### config.mk
export PLATFORM = sky130hd
export DESIGN_NAME = message_out_packetiser
export DESIGN_NICKNAME = d
export VERILOG_FILES = /design/src/rtl/message_out_packetiser.sv
export SDC_FILE = /design/constraint.sdc
export NUM_CORES = 1
export LEC_CHECK = 0
export ABC_CLOCK_PERIOD_IN_PS = 2400
export BUFFER_PORTS_ARGS = -buffer_cell sky130_fd_sc_hd__buf_2
export CELL_PAD_IN_SITES_DETAIL_PLACEMENT = 2
export CELL_PAD_IN_SITES_GLOBAL_PLACEMENT = 2
export CORE_MARGIN = 2
export CORE_UTILIZATION = 40
export DETAILED_ROUTE_END_ITERATION = 7
export PLACE_DENSITY = 0.76
export SLEW_MARGIN = 40
export SYNTH_ARGS = -nofsm -noshare
export SYNTH_HDL_FRONTEND = slang
export SYNTH_SLANG_ARGS = --single-unit
### constraint.sdc
create_clock -name clk -period 2.4 [get_ports clk]
set_input_delay 0.36 -clock clk [delete_from_list [all_inputs] [get_ports clk]]
set_output_delay 0.36 -clock clk [all_outputs]
set_load 0.02 [all_outputs]
### src/rtl/message_out_packetiser.sv
// Assembles a router packet from individually strobed field staging registers and
// queues completed packets in a small FIFO toward the router.
module message_out_packetiser #(
  parameter int COORD_BITS           = 1,
  parameter int MULTICAST_GROUP_BITS = 1,
  parameter int MATRIX_TYPE_BITS     = 1,
  parameter int MATRIX_COORD_BITS    = 8,
  parameter int MATRIX_ELEMENT_BITS  = 32,
  parameter int FIFO_DEPTH           = 4,
  parameter int PACKET_BITS          = 2*COORD_BITS + MULTICAST_GROUP_BITS + 2 + MATRIX_TYPE_BITS
                                       + 2*MATRIX_COORD_BITS + MATRIX_ELEMENT_BITS
) (
  input  logic                            clk,
  input  logic                            reset_n,
  input  logic [COORD_BITS-1:0]           x_coord_in,
  input  logic                            x_coord_in_valid,
  input  logic [COORD_BITS-1:0]           y_coord_in,
  input  logic                            y_coord_in_valid,
  input  logic [MULTICAST_GROUP_BITS-1:0] multicast_group_in,
  input  logic                            multicast_group_in_valid,
  input  logic                            done_flag_in,
  input  logic                            done_flag_in_valid,
  input  logic                            result_flag_in,
  input  logic                            result_flag_in_valid,
  input  logic [MATRIX_TYPE_BITS-1:0]     matrix_type_in,
  input  logic                            matrix_type_in_valid,
  input  logic [MATRIX_COORD_BITS-1:0]    matrix_x_coord_in,
  input  logic                            matrix_x_coord_in_valid,
  input  logic [MATRIX_COORD_BITS-1:0]    matrix_y_coord_in,
  input  logic                            matrix_y_coord_in_valid,
  input  logic [MATRIX_ELEMENT_BITS-1:0]  matrix_element_in,
  input  logic                            matrix_element_in_valid,
  input  logic                            packet_complete_in,
  output logic                            message_out_ready,
  output logic [PACKET_BITS-1:0]          packet_out,
  output logic                            packet_out_valid,
  input  logic                            packet_out_ready,
  output logic                            overflow,
  output logic [15:0]                     packets_sent
);

  localparam int PTR_W = (FIFO_DEPTH > 1) ? $clog2(FIFO_DEPTH) : 1;
  localparam int CNT_W = $clog2(FIFO_DEPTH + 1);
  localparam logic [CNT_W-1:0] DEPTH_C = CNT_W'(FIFO_DEPTH);

  logic [COORD_BITS-1:0]           x_q, x_d, y_q, y_d;
  logic [MULTICAST_GROUP_BITS-1:0] mc_q, mc_d;
  logic                            done_q, done_d, result_q, result_d;
  logic [MATRIX_TYPE_BITS-1:0]     mtype_q, mtype_d;
  logic [MATRIX_COORD_BITS-1:0]    mx_q, mx_d, my_q, my_d;
  logic [MATRIX_ELEMENT_BITS-1:0]  elem_q, elem_d;
  logic [PACKET_BITS-1:0]          packet_d;

  logic [PACKET_BITS-1:0] mem_q [FIFO_DEPTH];
  logic [PTR_W-1:0]       rd_ptr_q, wr_ptr_q;
  logic [CNT_W-1:0]       count_q;
  logic                   overflow_q;
  logic [15:0]            sent_q;
  logic                   pop, push;

  // Strobed values bypass the staging registers so a same-cycle complete sees them.
  assign x_d      = x_coord_in_valid         ? x_coord_in         : x_q;
  assign y_d      = y_coord_in_valid         ? y_coord_in         : y_q;
  assign mc_d     = multicast_group_in_valid ? multicast_group_in : mc_q;
  assign done_d   = done_flag_in_valid       ? done_flag_in       : done_q;
  assign result_d = result_flag_in_valid     ? result_flag_in     : result_q;
  assign mtype_d  = matrix_type_in_valid     ? matrix_type_in     : mtype_q;
  assign mx_d     = matrix_x_coord_in_valid  ? matrix_x_coord_in  : mx_q;
  assign my_d     = matrix_y_coord_in_valid  ? matrix_y_coord_in  : my_q;
  assign elem_d   = matrix_element_in_valid  ? matrix_element_in  : elem_q;

  assign packet_d = {x_d, y_d, mc_d, done_d, result_d, mtype_d, mx_d, my_d, elem_d};

  assign packet_out_valid  = (count_q != '0);
  assign message_out_ready = (count_q < DEPTH_C);
  assign pop  = packet_out_valid && packet_out_ready;
  assign push = packet_complete_in && ((count_q < DEPTH_C) || pop);

  // Masking with valid keeps the unreset storage invisible while empty or in reset.
  assign packet_out   = packet_out_valid ? mem_q[rd_ptr_q] : '0;
  assign overflow     = overflow_q;
  assign packets_sent = sent_q;

  always_ff @(posedge clk or negedge reset_n) begin
    if (!reset_n) begin
      x_q        <= '0;
      y_q        <= '0;
      mc_q       <= '0;
      done_q     <= 1'b0;
      result_q   <= 1'b0;
      mtype_q    <= '0;
      mx_q       <= '0;
      my_q       <= '0;
      elem_q     <= '0;
      rd_ptr_q   <= '0;
      wr_ptr_q   <= '0;
      count_q    <= '0;
      overflow_q <= 1'b0;
      sent_q     <= '0;
    end else begin
      x_q      <= x_d;
      y_q      <= y_d;
      mc_q     <= mc_d;
      done_q   <= done_d;
      result_q <= result_d;
      mtype_q  <= mtype_d;
      mx_q     <= mx_d;
      my_q     <= my_d;
      elem_q   <= elem_d;
      if (push) wr_ptr_q <= wr_ptr_q + PTR_W'(1);
      if (pop) begin
        rd_ptr_q <= rd_ptr_q + PTR_W'(1);
        sent_q   <= sent_q + 16'd1;
      end
      if (push && !pop)      count_q <= count_q + CNT_W'(1);
      else if (pop && !push) count_q <= count_q - CNT_W'(1);
      if (packet_complete_in && !push) overflow_q <= 1'b1;
    end
  end

  always_ff @(posedge clk) begin
    if (push) mem_q[wr_ptr_q] <= packet_d;
  end

endmodule

* After elaboration in Yosys (flattened, before gate mapping)
Memory sizes are Yosys's and may differ from the RTL's. Index checks and enable logic that the tools add are counted.
Storage, ports and cells: bits in registers 78, memory bits (writable) 216, input bits 67, output and inout bits 73, word-level logic and storage cells 45, memories 1
Memories:
- mem_q | depth 4, width 54, read ports 1, clocked after memory_dff 0, wr ports 1, RTL line 54 | logic [PACKET_BITS-1:0] mem_q [FIFO_DEPTH];
Cells by class: $add $sub $neg 5, order comparisons 1, mux-type cells 14, reductions and logical operators 10
Operators with widths (number):
- $mux W54 | 1
- $mux W32 | 1
- $add A16 B1 Y16 const B | 1
- $mux W8 | 2
- $mux W1 | 8
- $mux W3 | 2
- $logic_and A1 B1 Y1 | 5
- $add A2 B1 Y2 const B | 2
- $add A3 B1 Y3 const B | 1
- $lt A3 B3 Y1 const B | 1
- $reduce_bool A3 Y1 | 1
- $sub A3 B1 Y3 const B | 1
- $logic_not A1 Y1 | 2
- $reduce_bool A2 Y1 | 1
- $logic_or A1 B1 Y1 | 1

* Logic depth before layout (Yosys ltp)
Gate-level depths: netlist of run 1.
depth after elaboration 8, gate-level depth with buffers 9, gate-level depth less buffers 9

* Least setup slack after synthesis of run 1
No wires, ideal clock.
kind input to register, start point in packet_out_ready, end point mem mem_q[2][0] in the netlist's numbering, enable pin, setup time 0.417 ns, arrival time 2.141 ns, data required time 1.983 ns, slack -0.158 ns, stages on the path 3, buffers on the path 0, cells stage by stage inv_1 > a21boi_1 > and2_1
On the way: word-level cells in the longest chain between the ends 5
RTL lines:
- from (decl) | RTL line 37 | input logic packet_out_ready,
- $logic_and A1 B1 Y1 | RTL line 76 | assign pop = packet_out_valid && packet_out_ready;
- $logic_or A1 B1 Y1 | RTL line 77 | assign push = packet_complete_in && ((count_q < DEPTH_C) || pop);
- $logic_and A1 B1 Y1 | RTL line 77
- net push | RTL line 59 | logic pop, push;
- $mux W1 | RTL line 122 | if (push) mem_q[wr_ptr_q] <= packet_d;
- $mux W1 (implied by the code) | RTL line 122
- to (decl) | RTL line 54
The timed path passes the listed nets, and every way through them passes these cells.

* Worst setup path in the final report of run 1
start point reg rd_ptr_q[0], end point out packet_out[11]
On the way: word-level cells in the longest chain between the ends 2
RTL lines:
- from (decl) | RTL line 55 | logic [PTR_W-1:0] rd_ptr_q, wr_ptr_q;
- from (signal assigned) | RTL line 112 | rd_ptr_q <= rd_ptr_q + PTR_W'(1);
- $mem_v2 Z4 W54
- $mux W54 | RTL line 80 | assign packet_out = packet_out_valid ? mem_q[rd_ptr_q] : '0;
- to (decl) | RTL line 35 | output logic [PACKET_BITS-1:0] packet_out,
No other way between the ends.

==> results.toml, run 1 <==
[status]
status = "complete, but fails checks"
violations = "setup timing"

[drt]
via_count = 5733
drt-total-wl_mm = 26.5
post_drt_via_cell_ratio = 5.06
first_pass_iters = 4
ant_nets = 0
drt_iter0_markers = 268
drcViolationCount = 0
wl_per_cell_um = 23.4

[global_routing]
grt_pass1_vias = 6679
grt_pass1_wl_mm = 40.4
grt_max_degree = 56
grtUsageTotal = 0.184
antenna_found_initial = 1
grt-ovfl-total = 0

[sta]
rsz0062_at_grt = "true"
period_minus_slack_ns = 2.52
whs_ns = 0.0785
fin_worst_skew_ns = 0.0184
max-slew-margin-rel = 0.642
drv_slew = 0
fmax_mhz = 397
worst_pin_slew_ns = 0.538
hold_viol_final = 0
setup_viol = 54
fin_crit_sh = 1.05
fin_tns_setup_ns = -4.42
setup_ws_ns = -0.119

[synth]
syn_avg_cell_area_sq_um = 20.4
synth-seq-area-share = 0.747
async_flop_share = 0.265
netlist_area_sq_um = 11300
yosysMostFrequentCell = "edfxtp_1"
ys.flop_type = "edfxtp_1"
synth_edf_count = 216
syn_nets = 629
synth_cells = 555
ys_ff_latch = 294
synth_common_cells = "216 x edfxtp_1, 78 x dfrtp_1, 58 x and2_1"
ys_types = 29
yosysTopAreaCell = "edfxtp_1"
ys_top_cells_by_area = "edfxtp_1 57%, dfrtp_1 17%, mux4_2 11%"
synth_top_area_share = 0.574
yosys_warnings = 0

[floorplanning]
io_pins = 140
die_y_um = 172
dieArea_sq_um = 29600
die_w_um = 172
start_util = 0.407
placementRows = 61
coreArea_sq_um = 27800

[final_layout]
fillers = 2482
nets = 805
area_growth_pct = 25.0
post-route-cell-area_sq_um = 14100
n_antenna_cell = 0
seqCellArea_sq_um = 8440
multi_input_area_sq_um = 2780
drive_above_1_share = 0.481

[placement]
post_dp_cell_area_sq_um = 12500
hpwl_mm = 15.2
port-buffer-count = 139
place_congestion = 0.756

[worst_setup_path]
path_max_fanout = 5
start_kind = "flip-flop"
worst_ep_required_time_ns = 2.04
path_class = "reg2out"
crit_arrival_ns = 2.16
end_kind = "output pin"

[power]
power.density_nw_per_um2 = 1300
vdd_drop_max_mv = 0.578
power_leakage_nw = 5.24

[hold_path]
hp-class = "in2reg"

[cts]
cts.sinks = 294
root_buffer = "clkbuf_16"
cts_tree = "done"
cts_buffers = 30
htreeDepth = 1
clkSlewWorstSetupHoldPaths_ns = 0.06
clock_latency_ns = 0.54
clk_path_buf_depth = 3

[run]
drv_cap = 0
critical path, stage by stage (launching register included):
cell       delay, ns
dfrtp_4         0.48
buf_12          0.17
clkbuf_16       0.17
mux4_2          0.50
and2_4          0.18
buf_6           0.12
registers in the layout, indices dropped and copies added, names as in the netlist:
signal	flops
mc_q	1
packets_sent	16
y_q	1
mx_q	8
wr_ptr_q	2
overflow	1
my_q	8
x_q	1
count_q	3
mem_q	216
result_q	1
rd_ptr_q	2
done_q	1
elem_q	32
mtype_q	1
layout make-up:
type	instances	area share
Clock buffer	48	0.0629
Inverter	8	0.00213
Sequential cell	294	0.598
Multi-Input combinational cell	230	0.197
Timing Repair Buffer	167	0.101
Tap cell	378	0.0335
Clock inverter	8	0.00540
metrics by stage:
stage | total power [mW] | setup WS, ns | util | instances
global placement | 12.1 | 0.240 | 0.451 | 1063
global route | 19.3 | -0.202 | 0.508 | 1133
floorplan | 10.4 | 0.359 | - | 555
detailed placement | 12.4 | 0.0774 | 0.451 | 1063
finish | 18.4 | -0.119 | 0.508 | 1133
CTS | 17.8 | -0.155 | 0.498 | 1131
per-layer routing:
layer,vias to the layer above,share of wire,global-route usage
met4,2,0.0089,0.0300
li1,2492,-,-
met3,24,0.042,0.0327
met1,3082,0.43,0.245
met5,-,0.00053,0
met2,133,0.52,0.323
power by group:
group	total [mW]	internal, mW	leakage (nW)	switching (mW)
Clock	4.49	2.63	0.477	1.85
Combinational	7.12	3.63	1.86	3.50
Sequential	6.79	6.43	2.90	0.361
Total	18.4	12.7	5.24	5.71
cell usage in the layout, fill, tap and decap left out, drive strengths merged:
cell type    synthesis  routed
a21boi               1       1
a31o                 1       1
and2                58      58
and3                 1       1
buf                 15     165
bufinv               0       1
clkbuf               8      49
clkinv               0       7
dfrtp               78      78
dlygate4sd3          0       1
edfxtp             216     216
fa                   1       1
ha                   6       6
inv                  8       8
mux2                55      55
mux4                54      54
nand2               12      12
nand3                5       5
nand4                4       4
nor2                 3       3
nor3                 5       5
nor4                 2       2
o21ai                1       1
xnor2               17      17
xor2                 4       4
path summary, 6_finish.rpt:
check | startpoint | end | slack (ns) | cells after the start
worst max-delay path | rd_ptr_q[0] | packet_out[11] | -0.12 | 5
worst min-delay path | packet_complete_in | overflow | 0.08 | 2
worst max register to register | count_q[2] | count_q[2] | 0.17 | 10
worst min register to register | overflow | overflow | 0.47 | 1
max in group asynchronous | reset_n | rd_ptr_q[1] | 1.37 | 3
min in group asynchronous | reset_n | mx_q[6] | 0.33 | 2
kinds of logic after synthesis:
logic type | share of synthesized area
multiplexers | 0.162
flip-flops | 0.747
adder cells (fa/ha/maj) | 0.00842
AO/OA/AOI/OAI | 0.00188
XOR/XNOR | 0.0163
buffers and inverters | 0.0150
AND/OR/NAND/NOR | 0.0490
what timing repair did:
action / 4_1_cts / 5_1_grt
hold endpoints to repair: 30 / 0
hold buffers: 1 / 0
gates cloned: 5 / 1
endpoints found under the setup margin: 55 / 55
pin swaps: 1 / 0
setup buffers: 8 / 1
resized for setup: 43 / 87
No activity file was read; power rests on OpenSTA's default activity.
==> inputs of run 2 (changes only) <==
==> constraint.sdc (replaced) <==
create_clock -name clk -period 2.4 [get_ports clk]
set_input_delay 0.36 -clock clk [delete_from_list [all_inputs] [get_ports clk]]
set_output_delay 0.36 -clock clk [all_outputs]
set_load 0.1 [all_outputs]
==> run 2 against run 1 <==
The run still ends with setup timing left. Sequential cell count unchanged. Routed wire length up 2.2%. Hold slack better by 0.012 ns. Clock-buffer cell count up 2. Clock skew down 0.011 ns. Critical path type unchanged. First-iteration DRC count up 4.5%. Register-to-register slack about the same. Die area unchanged. Via count up 0.33%.
==> results.toml, run 2 (synthesized netlist as in run 1, its figures left out) <==
[status]
status = "complete, but fails checks"
violations = "setup timing"

[drt]
drt-total-wl_mm = 27.1
ant_nets = 0
drcViolationCount = 0
drt_iter0_markers = 280
post_drt_via_cell_ratio = 5.05
via_count = 5752
wl_per_cell_um = 23.8
first_pass_iters = 4

[sta]
fin_crit_sh = 1.07
setup_viol = 54
fin_worst_skew_ns = 0.00745
fmax_mhz = 389
rsz0062_at_grt = "true"
period_minus_slack_ns = 2.57
setup_ws_ns = -0.170
worst_pin_slew_ns = 0.759
max-slew-margin-rel = 0.494
hold_viol_final = 0
drv_slew = 0

[floorplanning]
placementRows = 61
dieArea_sq_um = 29600
start_util = 0.407
io_pins = 140
die_y_um = 172
coreArea_sq_um = 27800
die_w_um = 172

[final_layout]
largest_reg_flops = 216
nets = 810
post-route-cell-area_sq_um = 14700
regMostFlops = "mem_q"
drive_above_1_share = 0.492
final_common_cell = "edfxtp_1"
area_growth_pct = 30.0
mostFrequentLayoutCells = "216 x edfxtp_1, 83 x buf_2, 76 x dfrtp_1, 57 x buf_12, 54 x mux4_2"

[hold_path]
min_path_cells = 2
hp-class = "in2reg"
hold_end = "overflow"
min_from = "packet_complete_in"

[worst_setup_path]
path_class = "reg2out"
critical-path-slowest-cell = "dfrtp_4"
cp_num_buf_inv = 3
worst-r2r-cell-count = 10
path_max_fanout = 6
r2r-start = "count_q[1]"
crit_chain = "buf_8 -> buf_16 -> mux4_2 -> and2_4 -> buf_12"
path_delay_family = "flip-flops"
end_kind = "output pin"
start_kind = "flip-flop"
crit_arrival_ns = 2.21
rrSetupSlack_ns = 0.18
worst_ep_required_time_ns = 2.04
critical_path.max_stage_delay_ns = 0.51
rr_endpoint = "count_q[2]"

[placement]
post_dp_cell_area_sq_um = 12900
place_congestion = 0.737
hpwl_mm = 16.8
port-buffer-count = 139

[run]
drv_cap = 0

[global_routing]
grtUsageTotal = 0.189
grt_pass1_vias = 6734
antenna_found_initial = 2
grt_max_degree = 56
grt-ovfl-total = 0
grt_pass1_wl_mm = 41.5

[cts]
cts.sinks = 294
clkSlewWorstSetupHoldPaths_ns = 0.06
htreeDepth = 1
root_buffer = "clkbuf_16"
clock_latency_ns = 0.53
cts_buffers = 31
clk_path_buf_depth = 3
cts_tree = "done"
-- run 2: worst max-delay path by stage --
stage | start | end | slack (ns) | depth (start not counted)
2_1_floorplan | count_q[0] | packet_out[44] | 0.05 | 4
3_3_place_gp | count_q[0] | count_q[2] | 0.20 | 9
3_5_place_dp | count_q[0] | count_q[2] | 0.09 | 9
4_1_cts | rd_ptr_q[0] | packet_out[12] | -0.20 | 5
5_1_grt | rd_ptr_q[0] | packet_out[3] | -0.22 | 5
6_report | rd_ptr_q[0] | packet_out[3] | -0.17 | 5
-- run 2: final cells by class --
type,count,area [sq um]
timing repair buffer,171,1940
fill,2436,13100
clock buffer,50,907
multi-input combinational,230,2810
clock inverter,7,83.8
tap,378,473
antenna,1,2.50
inverter,8,30.0
sequential,294,8440
-- run 2: metrics by stage --
stage / setup WS (ns) / cells / TNS, ns / utilization / hold slack [ns]
5_1_grt: -0.219 / 1138 / -9.96 / 0.529 / 0.0845
6_report: -0.170 / 1139 / -6.28 / 0.529 / 0.0910
2_1_floorplan: 0.0506 / 555 / 0 / - / 0.0644
3_3_place_gp: 0.205 / 1069 / 0 / 0.466 / 0.457
4_1_cts: -0.198 / 1136 / -7.63 / 0.526 / 0.0677
3_5_place_dp: 0.0878 / 1069 / 0 / 0.466 / 0.458
-- run 2: timing repair --
action / CTS / global route
gates cloned: 4 / 1
hold buffers: 1 / 0
endpoints found under the setup margin: 54 / 54
hold endpoints to repair: 42 / 0
buffers inserted: 5 / 1
pin swaps: 1 / 0
gates resized for setup: 158 / 8
-- run 2: layer usage --
layer | routed length [um] | share of wire | vias to the layer above | global-route usage
li1 | - | - | 2511 | -
met1 | 10800 | 0.40 | 3083 | 0.233
met2 | 14700 | 0.54 | 124 | 0.354
met3 | 1230 | 0.045 | 32 | 0.0323
met4 | 359 | 0.013 | 2 | 0.0329
met5 | 13 | 0.00048 | - | 0
Power of run 2 is left out: the tool's default activity adds up to more than one toggle a clock period on the data nets, which glitch-free logic cannot reach.
